`src/rtl/t9990_ram_arb_pkg.sv`:
```
// rtl/t9990_ram_arb_pkg.sv - shared types and encodings for the VRAM slot arbiter
package t9990_ram_arb_pkg;

  typedef enum logic [1:0] {
    ST_IDLE,
    ST_ACCESS,
    ST_COMPLETE
  } state_t;

  localparam logic [1:0] SIZE_8  = 2'd0;
  localparam logic [1:0] SIZE_32 = 2'd2;

  // Wide enough for 16 clients plus the refresh code.
  localparam int AGENT_W = 5;
  typedef logic [AGENT_W-1:0] agent_t;

  // Codes 0..n_clients-1 select a client; the code after the last client selects refresh.
  function automatic agent_t rfsh_agent(input int n_clients);
    return agent_t'(n_clients);
  endfunction

endpackage

```
`src/rtl/t9990_ram_arb_if.sv`:
```
// rtl/t9990_ram_arb_if.sv - client request bus and RAM slot bus bundled for the arbiter
interface t9990_ram_arb_if #(
  parameter int N_CLIENTS = 6,
  parameter int ADDR_W    = 19,
  parameter int DATA_W    = 32
);

  logic                    RAM_REQ;
  logic                    RAM_ACK_n;
  logic                    RAM_OE_n;
  logic                    RAM_WE_n;
  logic                    RAM_RFSH_n;
  logic [ADDR_W-1:0]       RAM_ADDR;
  logic [DATA_W-1:0]       RAM_DIN;
  logic [1:0]              RAM_DIN_SIZE;
  logic [DATA_W-1:0]       RAM_DOUT;
  logic [N_CLIENTS-1:0]    CL_REQ;
  logic [N_CLIENTS-1:0]    CL_WE;
  logic [N_CLIENTS*ADDR_W-1:0] CL_ADDR;
  logic [N_CLIENTS*DATA_W-1:0] CL_DIN;
  logic [N_CLIENTS*2-1:0]  CL_SIZE;
  logic [N_CLIENTS-1:0]    CL_ACK;
  logic [DATA_W-1:0]       CL_DOUT;
  logic                    BUSY;

  modport master (
    input  RAM_REQ, RAM_ACK_n, RAM_DOUT, CL_REQ, CL_WE, CL_ADDR, CL_DIN, CL_SIZE,
    output RAM_OE_n, RAM_WE_n, RAM_RFSH_n, RAM_ADDR, RAM_DIN, RAM_DIN_SIZE,
           CL_ACK, CL_DOUT, BUSY
  );

  modport slave (
    output RAM_REQ, RAM_ACK_n, RAM_DOUT, CL_REQ, CL_WE, CL_ADDR, CL_DIN, CL_SIZE,
    input  RAM_OE_n, RAM_WE_n, RAM_RFSH_n, RAM_ADDR, RAM_DIN, RAM_DIN_SIZE,
           CL_ACK, CL_DOUT, BUSY
  );

endinterface

```
`src/rtl/t9990_ram_arb_rr_pick.sv`:
```
// rtl/t9990_ram_arb_rr_pick.sv - round-robin first-set search over [LO,HI] with its pointer
module t9990_rr_pick
  import t9990_ram_arb_pkg::*;
#(
  parameter int LO = 4,
  parameter int HI = 5
) (
  input  logic              CLK,
  input  logic              RESET_n,
  input  logic [HI-LO:0]    req,
  input  logic              adv,
  input  agent_t            adv_agent,
  output logic              found,
  output agent_t            pick
);

  localparam int SPAN = HI - LO + 1;

  agent_t ptr;

  // Outer loop is the distance from the pointer, so the nearest requester wins.
  always_comb begin
    found = 1'b0;
    pick  = agent_t'(LO);
    for (int k = 0; k < SPAN; k++) begin
      for (int j = LO; j <= HI; j++) begin
        if (!found && req[j-LO] &&
            ((int'(ptr) + k == j) || (int'(ptr) + k - SPAN == j))) begin
          found = 1'b1;
          pick  = agent_t'(j);
        end
      end
    end
  end

  always_ff @(posedge CLK) begin
    if (!RESET_n) begin
      ptr <= agent_t'(LO);
    end else if (adv) begin
      ptr <= (adv_agent == agent_t'(HI)) ? agent_t'(LO) : adv_agent + agent_t'(1);
    end
  end

endmodule

```
`src/rtl/t9990_ram_arb.sv`:
```
// rtl/t9990_ram_arb.sv - VRAM slot arbiter: fixed-priority display, round-robin others, refresh
module t9990_ram_arb
  import t9990_ram_arb_pkg::*;
#(
  parameter int N_CLIENTS      = 6,
  parameter int N_DISPLAY      = 4,
  parameter int ADDR_W         = 19,
  parameter int DATA_W         = 32,
  parameter int RFSH_INTERVAL  = 256,
  parameter int RFSH_MAX_DEFER = 8
) (
  input  logic           CLK,
  input  logic           RESET_n,
  t9990_ram_arb_if.master bus
);

  localparam agent_t AG_RFSH = rfsh_agent(N_CLIENTS);
  localparam int CNT_W = (RFSH_INTERVAL > 1) ? $clog2(RFSH_INTERVAL) : 1;
  localparam int DEF_W = $clog2(RFSH_MAX_DEFER + 1);
  localparam logic [CNT_W-1:0] CNT_LAST = CNT_W'(RFSH_INTERVAL - 1);
  localparam logic [DEF_W-1:0] DEF_MAX  = DEF_W'(RFSH_MAX_DEFER);

  state_t state, state_nxt;

  logic [CNT_W-1:0]  rfsh_cnt;
  logic              rfsh_pend;
  logic [DEF_W-1:0]  rfsh_defer;

  agent_t            cur_agent;
  logic              cur_we;
  logic              cur_rfsh;
  logic [ADDR_W-1:0] addr_q;
  logic [DATA_W-1:0] din_q;
  logic [DATA_W-1:0] dout_q;
  logic [1:0]        size_q;

  logic              disp_found;
  agent_t            disp_agent;
  logic              rr_found;
  agent_t            rr_agent;
  logic              win_valid;
  logic              win_rfsh;
  logic              win_rr;
  agent_t            win_agent;
  logic [ADDR_W-1:0] sel_addr;
  logic [DATA_W-1:0] sel_din;
  logic [1:0]        sel_size;
  logic              sel_we;

  logic              grant;
  logic              ack_seen;
  logic              rfsh_wrap;
  logic              rfsh_done;
  logic              rfsh_urgent;

  logic              oe_n;
  logic              we_n;
  logic              rfsh_n;
  logic              busy;
  logic [N_CLIENTS-1:0] cl_ack;

  // Scan downward so the last hit, the lowest index, sticks.
  always_comb begin
    disp_found = 1'b0;
    disp_agent = '0;
    for (int i = N_DISPLAY - 1; i >= 0; i--) begin
      if (bus.CL_REQ[i]) begin
        disp_found = 1'b1;
        disp_agent = agent_t'(i);
      end
    end
  end

  t9990_rr_pick #(
    .LO (N_DISPLAY),
    .HI (N_CLIENTS - 1)
  ) u_rr_pick (
    .CLK       (CLK),
    .RESET_n   (RESET_n),
    .req       (bus.CL_REQ[N_CLIENTS-1:N_DISPLAY]),
    .adv       (grant && win_rr),
    .adv_agent (win_agent),
    .found     (rr_found),
    .pick      (rr_agent)
  );

  assign rfsh_urgent = rfsh_pend && (rfsh_defer >= DEF_MAX);

  always_comb begin
    win_valid = 1'b1;
    win_rfsh  = 1'b0;
    win_rr    = 1'b0;
    win_agent = AG_RFSH;
    if (rfsh_urgent) begin
      win_rfsh = 1'b1;
    end else if (disp_found) begin
      win_agent = disp_agent;
    end else if (rfsh_pend) begin
      win_rfsh = 1'b1;
    end else if (rr_found) begin
      win_rr    = 1'b1;
      win_agent = rr_agent;
    end else begin
      win_valid = 1'b0;
    end
  end

  always_comb begin
    sel_addr = '0;
    sel_din  = '0;
    sel_size = SIZE_8;
    sel_we   = 1'b0;
    for (int i = 0; i < N_CLIENTS; i++) begin
      if (!win_rfsh && win_agent == agent_t'(i)) begin
        sel_addr = bus.CL_ADDR[i*ADDR_W +: ADDR_W];
        sel_din  = bus.CL_DIN[i*DATA_W +: DATA_W];
        sel_size = bus.CL_SIZE[i*2 +: 2];
        sel_we   = bus.CL_WE[i];
      end
    end
  end

  assign grant     = (state == ST_IDLE) && bus.RAM_REQ && win_valid;
  assign ack_seen  = (state == ST_ACCESS) && !bus.RAM_ACK_n;
  assign rfsh_wrap = bus.RAM_REQ && (rfsh_cnt == CNT_LAST);
  assign rfsh_done = ack_seen && cur_rfsh;

  always_ff @(posedge CLK) begin
    if (!RESET_n) begin
      state <= ST_IDLE;
    end else begin
      state <= state_nxt;
    end
  end

  always_comb begin
    state_nxt = state;
    case (state)
      ST_IDLE:     if (grant) state_nxt = ST_ACCESS;
      ST_ACCESS:   if (!bus.RAM_ACK_n) state_nxt = ST_COMPLETE;
      ST_COMPLETE: state_nxt = ST_IDLE;
      default:     state_nxt = ST_IDLE;
    endcase
  end

  always_comb begin
    oe_n   = 1'b1;
    we_n   = 1'b1;
    rfsh_n = 1'b1;
    busy   = 1'b0;
    cl_ack = '0;
    case (state)
      ST_ACCESS: begin
        busy = 1'b1;
        if (cur_rfsh)    rfsh_n = 1'b0;
        else if (cur_we) we_n   = 1'b0;
        else             oe_n   = 1'b0;
      end
      ST_COMPLETE: begin
        for (int i = 0; i < N_CLIENTS; i++) begin
          cl_ack[i] = !cur_rfsh && (cur_agent == agent_t'(i));
        end
      end
      default: ;
    endcase
  end

  // Refresh keeps the previous address and data on the bus.
  always_ff @(posedge CLK) begin
    if (!RESET_n) begin
      cur_agent <= '0;
      cur_we    <= 1'b0;
      cur_rfsh  <= 1'b0;
      addr_q    <= '0;
      din_q     <= '0;
      size_q    <= SIZE_8;
      dout_q    <= '0;
    end else begin
      if (grant) begin
        cur_agent <= win_agent;
        cur_rfsh  <= win_rfsh;
        cur_we    <= sel_we;
        if (!win_rfsh) begin
          addr_q <= sel_addr;
          din_q  <= sel_din;
          size_q <= sel_size;
        end
      end
      if (ack_seen && !cur_rfsh && !cur_we) begin
        dout_q <= bus.RAM_DOUT;
      end
    end
  end

  // A wrap on the same edge a refresh finishes re-arms pending.
  always_ff @(posedge CLK) begin
    if (!RESET_n) begin
      rfsh_cnt   <= '0;
      rfsh_pend  <= 1'b0;
      rfsh_defer <= '0;
    end else begin
      if (bus.RAM_REQ) begin
        rfsh_cnt <= rfsh_wrap ? '0 : rfsh_cnt + 1'b1;
      end
      if (rfsh_wrap) begin
        rfsh_pend <= 1'b1;
      end else if (rfsh_done) begin
        rfsh_pend <= 1'b0;
      end
      if (rfsh_done) begin
        rfsh_defer <= '0;
      end else if (grant && !win_rfsh && rfsh_pend && (rfsh_defer < DEF_MAX)) begin
        rfsh_defer <= rfsh_defer + 1'b1;
      end
    end
  end

  assign bus.RAM_OE_n     = oe_n;
  assign bus.RAM_WE_n     = we_n;
  assign bus.RAM_RFSH_n   = rfsh_n;
  assign bus.RAM_ADDR     = addr_q;
  assign bus.RAM_DIN      = din_q;
  assign bus.RAM_DIN_SIZE = size_q;
  assign bus.CL_ACK       = cl_ack;
  assign bus.CL_DOUT      = dout_q;
  assign bus.BUSY         = busy;

endmodule
```
`src/flat_wrapper.sv`:
```
// flat-port wrapper written by rule: the top's interface ports become plain ports
module t9990_ram_arb_flat import t9990_ram_arb_pkg::*;
#(
  parameter int N_CLIENTS      = 6,
  parameter int N_DISPLAY      = 4,
  parameter int ADDR_W         = 19,
  parameter int DATA_W         = 32,
  parameter int RFSH_INTERVAL  = 256,
  parameter int RFSH_MAX_DEFER = 8
)
  (CLK, RESET_n, bus_RAM_REQ, bus_RAM_ACK_n, bus_RAM_DOUT, bus_CL_REQ, bus_CL_WE, bus_CL_ADDR, bus_CL_DIN, bus_CL_SIZE, bus_RAM_OE_n, bus_RAM_WE_n, bus_RAM_RFSH_n, bus_RAM_ADDR, bus_RAM_DIN, bus_RAM_DIN_SIZE, bus_CL_ACK, bus_CL_DOUT, bus_BUSY);
  t9990_ram_arb_if #(.N_CLIENTS(N_CLIENTS), .ADDR_W(ADDR_W), .DATA_W(DATA_W)) bus_i ();
  input  logic CLK;
  input  logic RESET_n;
  input wire logic [$bits(bus_i.RAM_REQ)-1:0] bus_RAM_REQ;
  input wire logic [$bits(bus_i.RAM_ACK_n)-1:0] bus_RAM_ACK_n;
  input wire logic [$bits(bus_i.RAM_DOUT)-1:0] bus_RAM_DOUT;
  input wire logic [$bits(bus_i.CL_REQ)-1:0] bus_CL_REQ;
  input wire logic [$bits(bus_i.CL_WE)-1:0] bus_CL_WE;
  input wire logic [$bits(bus_i.CL_ADDR)-1:0] bus_CL_ADDR;
  input wire logic [$bits(bus_i.CL_DIN)-1:0] bus_CL_DIN;
  input wire logic [$bits(bus_i.CL_SIZE)-1:0] bus_CL_SIZE;
  output wire logic [$bits(bus_i.RAM_OE_n)-1:0] bus_RAM_OE_n;
  output wire logic [$bits(bus_i.RAM_WE_n)-1:0] bus_RAM_WE_n;
  output wire logic [$bits(bus_i.RAM_RFSH_n)-1:0] bus_RAM_RFSH_n;
  output wire logic [$bits(bus_i.RAM_ADDR)-1:0] bus_RAM_ADDR;
  output wire logic [$bits(bus_i.RAM_DIN)-1:0] bus_RAM_DIN;
  output wire logic [$bits(bus_i.RAM_DIN_SIZE)-1:0] bus_RAM_DIN_SIZE;
  output wire logic [$bits(bus_i.CL_ACK)-1:0] bus_CL_ACK;
  output wire logic [$bits(bus_i.CL_DOUT)-1:0] bus_CL_DOUT;
  output wire logic [$bits(bus_i.BUSY)-1:0] bus_BUSY;
  assign bus_i.RAM_REQ = bus_RAM_REQ;
  assign bus_i.RAM_ACK_n = bus_RAM_ACK_n;
  assign bus_i.RAM_DOUT = bus_RAM_DOUT;
  assign bus_i.CL_REQ = bus_CL_REQ;
  assign bus_i.CL_WE = bus_CL_WE;
  assign bus_i.CL_ADDR = bus_CL_ADDR;
  assign bus_i.CL_DIN = bus_CL_DIN;
  assign bus_i.CL_SIZE = bus_CL_SIZE;
  assign bus_RAM_OE_n = bus_i.RAM_OE_n;
  assign bus_RAM_WE_n = bus_i.RAM_WE_n;
  assign bus_RAM_RFSH_n = bus_i.RAM_RFSH_n;
  assign bus_RAM_ADDR = bus_i.RAM_ADDR;
  assign bus_RAM_DIN = bus_i.RAM_DIN;
  assign bus_RAM_DIN_SIZE = bus_i.RAM_DIN_SIZE;
  assign bus_CL_ACK = bus_i.CL_ACK;
  assign bus_CL_DOUT = bus_i.CL_DOUT;
  assign bus_BUSY = bus_i.BUSY;
  t9990_ram_arb #(.N_CLIENTS(N_CLIENTS), .N_DISPLAY(N_DISPLAY), .ADDR_W(ADDR_W), .DATA_W(DATA_W), .RFSH_INTERVAL(RFSH_INTERVAL), .RFSH_MAX_DEFER(RFSH_MAX_DEFER)) u_core (.CLK(CLK), .RESET_n(RESET_n), .bus(bus_i));
endmodule
```
`config.mk`:
```
export PLATFORM = sky130hd
export DESIGN_NAME = t9990_ram_arb_flat
export DESIGN_NICKNAME = d
export VERILOG_FILES = /design/src/rtl/t9990_ram_arb_pkg.sv /design/src/rtl/t9990_ram_arb_if.sv /design/src/rtl/t9990_ram_arb_rr_pick.sv /design/src/rtl/t9990_ram_arb.sv /design/src/flat_wrapper.sv
export SDC_FILE = /design/constraint.sdc
export NUM_CORES = 1
export LEC_CHECK = 0
export ABC_CLOCK_PERIOD_IN_PS = 4800
export BUFFER_PORTS_ARGS = -buffer_cell sky130_fd_sc_hd__buf_4
export CORE_AREA = 2 2 177 179
export CTS_BUF_LIST = sky130_fd_sc_hd__clkbuf_4 sky130_fd_sc_hd__clkbuf_8
export CTS_CLUSTER_SIZE = 40
export DETAILED_ROUTE_END_ITERATION = 8
export DIE_AREA = 0 0 179 181
export PLACE_DENSITY = 0.47
export SYNTH_ARGS = -nofsm -noshare
export SYNTH_HDL_FRONTEND = slang
export SYNTH_SLANG_ARGS = --single-unit
```
`constraint.sdc`:
```
create_clock -name CLK -period 4.8 [get_ports CLK]
set_input_delay 0.24 -clock CLK [delete_from_list [all_inputs] [get_ports CLK]]
set_output_delay 0.24 -clock CLK [all_outputs]
set_load 0.01 [all_outputs]
```
== Word level (Yosys, flattened, before mapping) ==
Cells that the tools add are included.

* Flip-flop bits (word level): 112
* Input bits: 366
* Logic and storage cells: 164

* Add/subtract/negate cells: 6
* $lt $le $gt $ge: 2
* Eq/ne operators: 23
* Mux-type cells: 70
* Bitwise operators: 2
* Reductions and logical operators: 49

{| class="wikitable"
|+ Operators by type and width
! kind !! count
|-
| $mux W32 || 6
|-
| $mux W19 || 6
|-
| $eq A32 B4 Y1 const B || 2
|-
| $mux W1 || 36
|-
| $mux W5 || 7
|-
| $logic_and A1 B1 Y1 || 31
|-
| $mux W2 || 12
|-
| $eq A5 B2 Y1 const B || 4
|-
| $eq A5 B3 Y1 const B || 4
|-
| $eq A7 B4 Y1 const B || 2
|-
| $eq A6 B4 Y1 const B || 2
|-
| $eq A5 B1 Y1 const B || 2
|-
| $eq A5 B4 Y1 const B || 2
|-
| $logic_not A5 Y1 || 2
|-
| $add A8 B1 Y8 const B || 1
|-
| $eq A8 B8 Y1 const B || 1
|-
| $mux W8 || 1
|-
| $logic_not A1 Y1 || 7
|-
| $sub A6 B2 Y7 const B || 1
|-
| $add A5 B1 Y6 const B || 1
|-
| $mux W6 || 1
|-
| $sub A5 B2 Y6 const B || 1
|-
| $add A5 B1 Y5 const B || 1
|-
| $add A4 B1 Y4 const B || 1
|-
| other kinds (13) || 18
|}

== Depth between registers and ports, before layout ==
* Depth after elaboration: 29
* Gate-level depth with buffers: 21
* Gate-level depth less buffers: 16

== Hierarchy ==
From an unflattened synthesis, not the netlist that was laid out.

* Cell total of the unflattened synthesis: 928
* Area, all modules: 7018.0 sq um

{| class="wikitable"
|+ Modules (own cells, without submodules)
! module !! instances !! cells an instance !! area an instance (sq um) !! seq. area each (sq um)
|-
| t9990_ram_arb || 1 || 846 || 6326.1 || 2142.1
|-
| t9990_rr_pick || 1 || 82 || 691.9 || 100.1
|}

== Worst setup path after synthesis ==
No wires, ideal clock.

* Path kind: register to register
* Start point: register u_core.u_rr_pick.ptr[0]
* End point: register u_core.addr_q[13], in the netlist u_core.bus.RAM_ADDR[13]
* Data arrival time: 3.583 ns
* Setup slack: 1.097 ns
* Cell stages (with the launch flop): 20
* Buffers on the path: 4
* Clock period less this slack: 3.703 ns
* Cells stage by stage: dfxtp_1 -> inv_1 -> ha_1 -> inv_1 -> ha_1 -> nor2_1 -> a32oi_1 -> o21a_1 -> o21a_1 -> buf_2 -> buf_6 -> buf_6 -> nor3b_1 -> ha_1 -> nor3_1 -> buf_2 -> a222oi_1 -> a21oi_1 -> a21oi_1 -> o21ai_1

* Longest elaborated chain between the ends: 29
* Elaborated cells between the ends (all ways): 60

{| class="wikitable"
|+ Ends and longest elaborated chain
! what !! RTL line !! RTL
|-
| from (decl) || t9990_ram_arb_rr_pick.sv:19 || <nowiki>agent_t ptr;</nowiki>
|-
| from (signal assigned) || t9990_ram_arb_rr_pick.sv:38 || <nowiki>ptr <= agent_t'(LO);</nowiki>
|-
| from (signal assigned) || t9990_ram_arb_rr_pick.sv:40 || <nowiki>ptr <= (adv_agent == agent_t'(HI)) ? agent_t'(LO) : adv_agent + agent_t'(1);</nowiki>
|-
| $sub A5 B2 Y6 || t9990_ram_arb_rr_pick.sv:28 || <nowiki>((int'(ptr) + k == j) || (int'(ptr) + k - SPAN == j))) begin</nowiki>
|-
| $eq A6 B4 Y1 || t9990_ram_arb_rr_pick.sv:28 ||
|-
| $logic_or A1 B1 Y1 || t9990_ram_arb_rr_pick.sv:28 ||
|-
| $logic_and A1 B1 Y1 || t9990_ram_arb_rr_pick.sv:27 || <nowiki>if (!found && req[j-LO] &&</nowiki>
|-
| $mux W1 || t9990_ram_arb_rr_pick.sv:27 ||
|-
| $logic_not A1 Y1 || t9990_ram_arb_rr_pick.sv:27 ||
|-
| $logic_and A1 B1 Y1 (2 in a row) || t9990_ram_arb_rr_pick.sv:27 ||
|-
| $mux W1 || t9990_ram_arb_rr_pick.sv:27 ||
|-
| (+7 left out) || n/a ||
|-
| $mux W5 / $mux W1 (equally long branches) || t9990_ram_arb_rr_pick.sv:27 ||
|-
| $mux W5 || t9990_ram_arb.sv:100 || <nowiki>end else if (rr_found) begin</nowiki>
|-
| $mux W5 || t9990_ram_arb.sv:98 || <nowiki>end else if (rfsh_pend) begin</nowiki>
|-
| $mux W5 || t9990_ram_arb.sv:96 || <nowiki>end else if (disp_found) begin</nowiki>
|-
| $mux W5 || t9990_ram_arb.sv:94 || <nowiki>if (rfsh_urgent) begin</nowiki>
|-
| $logic_not A5 Y1 || t9990_ram_arb.sv:114 || <nowiki>if (!win_rfsh && win_agent == agent_t'(i)) begin</nowiki>
|-
| $logic_and A1 B1 Y1 || t9990_ram_arb.sv:114 ||
|-
| $mux W19 (6 in a row) || t9990_ram_arb.sv:114 ||
|-
| to (signal assigned) || t9990_ram_arb.sv:184 || <nowiki>addr_q <= sel_addr;</nowiki>
|-
| to (decl) || t9990_ram_arb.sv:32 || <nowiki>logic [ADDR_W-1:0] addr_q;</nowiki>
|}

Parallel ways exist; a longest one is shown, timed or not.
A chain may end at the register's enable or synchronous reset.

== Final worst setup path ==
* Start point: register u_core.u_rr_pick.ptr[0]
* End point: register u_core.din_q[25], in the netlist u_core.bus.RAM_DIN[25]

* Longest elaborated chain between the ends: 29
* Elaborated cells between the ends (all ways): 60

{| class="wikitable"
|+ Ends and longest elaborated chain
! what !! RTL line !! RTL
|-
| $sub A5 B2 Y6 || t9990_ram_arb_rr_pick.sv:28 ||
|-
| $eq A6 B4 Y1 || t9990_ram_arb_rr_pick.sv:28 ||
|-
| $logic_or A1 B1 Y1 || t9990_ram_arb_rr_pick.sv:28 ||
|-
| $logic_and A1 B1 Y1 || t9990_ram_arb_rr_pick.sv:27 ||
|-
| $mux W1 || t9990_ram_arb_rr_pick.sv:27 ||
|-
| $logic_not A1 Y1 || t9990_ram_arb_rr_pick.sv:27 ||
|-
| $logic_and A1 B1 Y1 (2 in a row) || t9990_ram_arb_rr_pick.sv:27 ||
|-
| $mux W1 || t9990_ram_arb_rr_pick.sv:27 ||
|-
| (+7 left out) || n/a ||
|-
| $mux W5 / $mux W1 (equally long branches) || t9990_ram_arb_rr_pick.sv:27 ||
|-
| $mux W5 || t9990_ram_arb.sv:100 ||
|-
| $mux W5 || t9990_ram_arb.sv:98 ||
|-
| $mux W5 || t9990_ram_arb.sv:96 ||
|-
| $mux W5 || t9990_ram_arb.sv:94 ||
|-
| $logic_not A5 Y1 || t9990_ram_arb.sv:114 ||
|-
| $logic_and A1 B1 Y1 || t9990_ram_arb.sv:114 ||
|-
| $mux W32 (6 in a row) || t9990_ram_arb.sv:114 ||
|-
| to (signal assigned) || t9990_ram_arb.sv:185 || <nowiki>din_q <= sel_din;</nowiki>
|-
| to (decl) || t9990_ram_arb.sv:33 || <nowiki>logic [DATA_W-1:0] din_q;</nowiki>
|}

Parallel ways exist; a longest one is shown, timed or not.

==> run_results.csv <==
group,metric,value,unit
setup_path,critPathMaxFanout,22,
die,dieHeight,181,um
setup_path,critPathArrivalTime,4.38,ns
synth,ys_ff_latch,109,
cts,clkSinkCount,109,
hold_path,worstHoldPathType,"input pin to flip-flop",
timing,worstMarginPinSlew,1.12,ns
cells_and_area,nFillCells,3249,
die,core,30300,um^2
placed_design,port_buffers,460,
timing,setup_violations,0,
detailed_routing,wl_per_cell,19.5,um
run_status,status,"completed",
grt,grt_overflow,0,
synth,synth-edff-count,0,
cts,path_clk_slew,0.12,ns
cells_and_area,instances_no_fill,1594,
detailed_routing,dr.pass1.iters,8,
cts,cts_buffer_depth,2,
detailed_routing,ant_nets,0,
timing,rsz0062_at_grt,"no",
synth,ys.flop_type,"dfxtp_1",
timing,hold_viol,0,
setup_path,crit_required,5.07,ns
power_and_ir_drop,powerDensity,215,nW/um^2
cts,cts_tree,"done",
synth,synth_area,6200,um^2
timing,fmax,243,MHz
setup_path,r2r-start,"u_core.u_rr_pick.ptr[0]$_SDFFE_PN0P_",
detailed_routing,via_per_inst,4.74,
die,die_area,32400,um^2
synth,syn_area_per_cell,8.12,um^2
cts,insertion_delay,0.40,ns
placed_design,gp_congestion,0.833,
timing,fin_setup_tns,0,ns
power_and_ir_drop,p_leak,4.34,nW
timing,skew,0.0198,ns
cts,cts-htree-levels,3,
timing,fin_crit_sh,85.6,%
detailed_routing,drc,0,
cts,postCtsHoldBufs,0,
synth,synthXorXnorAreaFrac,1.39,%
grt,grt_max_degree,46,
synth,netlist_instances,763,
setup_path,r2r_cells,15,
die,start_util,20.4,%
synth,synthAdderAreaFrac,2.83,%
synth,synth_cell_types,60,
timing,maxSlewViolCount,0,
synth,yosys-mux-area-fraction,8.89,%
cts,numCtsBuffers,9,
detailed_routing,num_vias,7553,
cells_and_area,fin_nets,1571,
setup_path,reg2reg_slack,0.69,ns
die,rows,64,
grt,grt_pass1_vias,7471,
power_and_ir_drop,ir_drop,0.126,mV
cells_and_area,synthToLayoutAreaGrowth,64.7,%
synth,synth_top_family_by_area,"compound AO/OA/AOI/OAI gates",
run,max-cap-violations,0,
synth,syn_nets,1143,
power_and_ir_drop,power,2.19,mW
setup_path,crit_path_end,"u_core.bus.RAM_DIN[25]$_SDFFE_PN0P_",
synth,synthSimpleGateAreaFrac,16.2,%
setup_path,cp-end-kind,"flip-flop",
detailed_routing,initialDrtViolationCount,398,
cells_and_area,layout-drive-gt1-share,42.7,%
synth,async_flop_share,0,%
setup_path,path_class,"flip-flop to flip-flop",
setup_path,crit_start,"u_core.u_rr_pick.ptr[0]$_SDFFE_PN0P_",
setup_path,rr_endpoint,"u_core.bus.RAM_DIN[25]$_SDFFE_PN0P_",
cts,root_buffer,"clkbuf_8",
grt,antenna_found_initial,3,
timing,slew_headroom,25.2,%
placed_design,dp_cells,1574,
placed_design,hpwl,23600,um
cells_and_area,utilization,33.6,%
die,io_pins,461,
timing,fin_crit,4.11,ns
synth,yosysSeqAreaShare,35.2,%
detailed_routing,wl,31000,um
grt,grt_use_total,18.1,%
synth,synth_warnings,0,
setup_path,startpoint_type,"flip-flop",
grt,grt_pass1_wl,44700,um
synth,synth_compound_area_share,29.8,%
die,die-width,179,um
-- sequential cells by signal, summed over array words and instances, names as in the netlist --
signal	cells
u_core.cur_agent	3
u_core.cur_we	1
u_core.bus.RAM_ADDR	19
u_core.rfsh_defer	4
u_core.cur_rfsh	1
u_core.u_rr_pick.ptr	4
u_core.state	2
u_core.rfsh_cnt	8
u_core.bus.CL_DOUT	32
u_core.bus.RAM_DIN	32
u_core.rfsh_pend	1
u_core.bus.RAM_DIN_SIZE	2
-- worst max-delay path: stages, from the launching register on --
cell      delay [ns]
dfxtp_1         0.54
inv_1           0.17
ha_1            0.36
or3_1           0.35
nor2b_1         0.15
a32oi_1         0.28
nand3_1         0.23
nand3_1         0.16
nor3b_1         0.20
ha_2            0.37
nor3_2          0.09
buf_4           0.24
a222oi_1        0.48
a21oi_1         0.15
a21oi_1         0.13
o21ai_1         0.08
-- where the power goes --
| part | switching (mW) | internal [mW] | total, mW |
|---|---|---|---|
| registers | 0.0307 | 0.955 | 0.986 |
| logic | 0.287 | 0.351 | 0.638 |
| clock network | 0.373 | 0.197 | 0.570 |
| total | 0.691 | 1.50 | 2.19 |
-- per-stage QoR --
stage	area [um^2]	hold WS [ns]	worst slack, ns
final	10200	0.0412	0.692
after global placement	9990	0.442	0.284
after floorplan	6200	0.319	1.10
after CTS	10200	0.000104	0.149
after global routing	10200	0.00594	0.145
after detailed placement	9990	0.448	0.223
-- placed cells by master (no fill, tap or decap), drive strengths merged, types with 2 or more instances in the layout --
cell | netlist | routed
a211oi | 3 | 3
a21o | 2 | 2
a21oi | 143 | 143
a222oi | 53 | 53
a22oi | 3 | 3
a31oi | 2 | 2
a32oi | 2 | 2
and2 | 3 | 3
and3 | 7 | 7
and4b | 2 | 2
buf | 29 | 475
clkbuf | 30 | 9
clkinv | 0 | 3
dfxtp | 109 | 109
diode | 0 | 3
ha | 14 | 14
inv | 11 | 13
mux2i | 55 | 55
nand2 | 137 | 137
nand2b | 3 | 3
nand3 | 7 | 7
nand3b | 2 | 2
nand4 | 7 | 7
nand4b | 2 | 2
nand4bb | 2 | 2
nor2 | 27 | 27
nor2b | 4 | 4
nor3 | 8 | 8
nor3b | 3 | 4
nor4 | 5 | 5
o21a | 3 | 3
o21ai | 60 | 60
xnor2 | 2 | 2
xor2 | 7 | 7
-- kinds of logic after synthesis --
kind of cell,count (synthesis)
AO/OA/AOI/OAI,285
AND/OR/NAND/NOR,221
flip-flops,109
buffers and inverters,70
multiplexers,55
adder cells (fa/ha/maj),14
XOR/XNOR,9
-- synthesized netlist by cell type (2+ instances only) --
cell	instances	area, um^2
ha_1	14	175
nand4bb_1	2	22.5
a211oi_2	2	25.0
xor2_1	7	61.3
nor3_1	7	35.0
nand3b_1	2	15.0
a21o_1	2	15.0
nor2_1	27	101
inv_1	9	33.8
a222oi_1	53	531
inv_2	2	7.51
nand4_1	7	43.8
o21a_1	3	22.5
nand4b_1	2	17.5
a22oi_1	3	22.5
a21oi_1	142	711
nor2b_1	4	25.0
nand2b_1	3	18.8
mux2i_1	55	551
and2_1	3	18.8
nand3_1	7	35.0
nor3b_1	2	15.0
a32oi_1	2	17.5
clkbuf_1	25	93.8
buf_2	20	100
and4b_1	2	20.0
o21ai_0	8	40.0
buf_6	8	90.1
dfxtp_1	109	2180
nand2_1	137	514
and3_1	7	43.8
clkbuf_2	5	25.0
nor4_1	4	25.0
o21ai_1	52	260
-- layout make-up --
type	count	area [um^2]	area share (%)
Multi-Input combinational cell	585	3710	36.3
Timing Repair Buffer	475	3590	35.2
Sequential cell	109	2180	21.4
Tap cell	396	495	4.85
Clock buffer	9	124	1.21
Clock inverter	6	57.6	0.564
Inverter	11	41.3	0.405
Antenna cell	3	7.51	0.0736
-- worst min-delay path by stage --
stage / slack (ns) / start / depth (start not counted) / to
detailed placement: 0.45 / u_core.bus.CL_DOUT[0]$_SDFFE_PN0P_ / 2 / u_core.bus.CL_DOUT[0]$_SDFFE_PN0P_
finish: 0.04 / bus_RAM_ACK_n / 2 / u_core.state[1]$_SDFFE_PN0P_
global route: 0.006 / bus_RAM_ACK_n / 2 / u_core.state[1]$_SDFFE_PN0P_
global placement: 0.44 / u_core.bus.CL_DOUT[4]$_SDFFE_PN0P_ / 2 / u_core.bus.CL_DOUT[4]$_SDFFE_PN0P_
floorplan: 0.32 / bus_RAM_ACK_n / 1 / u_core.state[1]$_SDFFE_PN0P_
CTS: 0.0001 / bus_RAM_ACK_n / 2 / u_core.state[1]$_SDFFE_PN0P_
-- layer usage --
layer  up-vias  share of wire (%)  track usage [%]
met1      3513                 40             21.7
met3        24                7.3             3.91
li1       3707                  -                -
met4         0                1.4             4.03
met2       309                 51             32.6
met5         -                  0                0
-- timing repair --
action	CTS	global route
endpoints found under the setup margin	0	34
gates resized for setup	0	2
setup buffers	0	1
No activity file was read; power rests on OpenSTA's default activity.
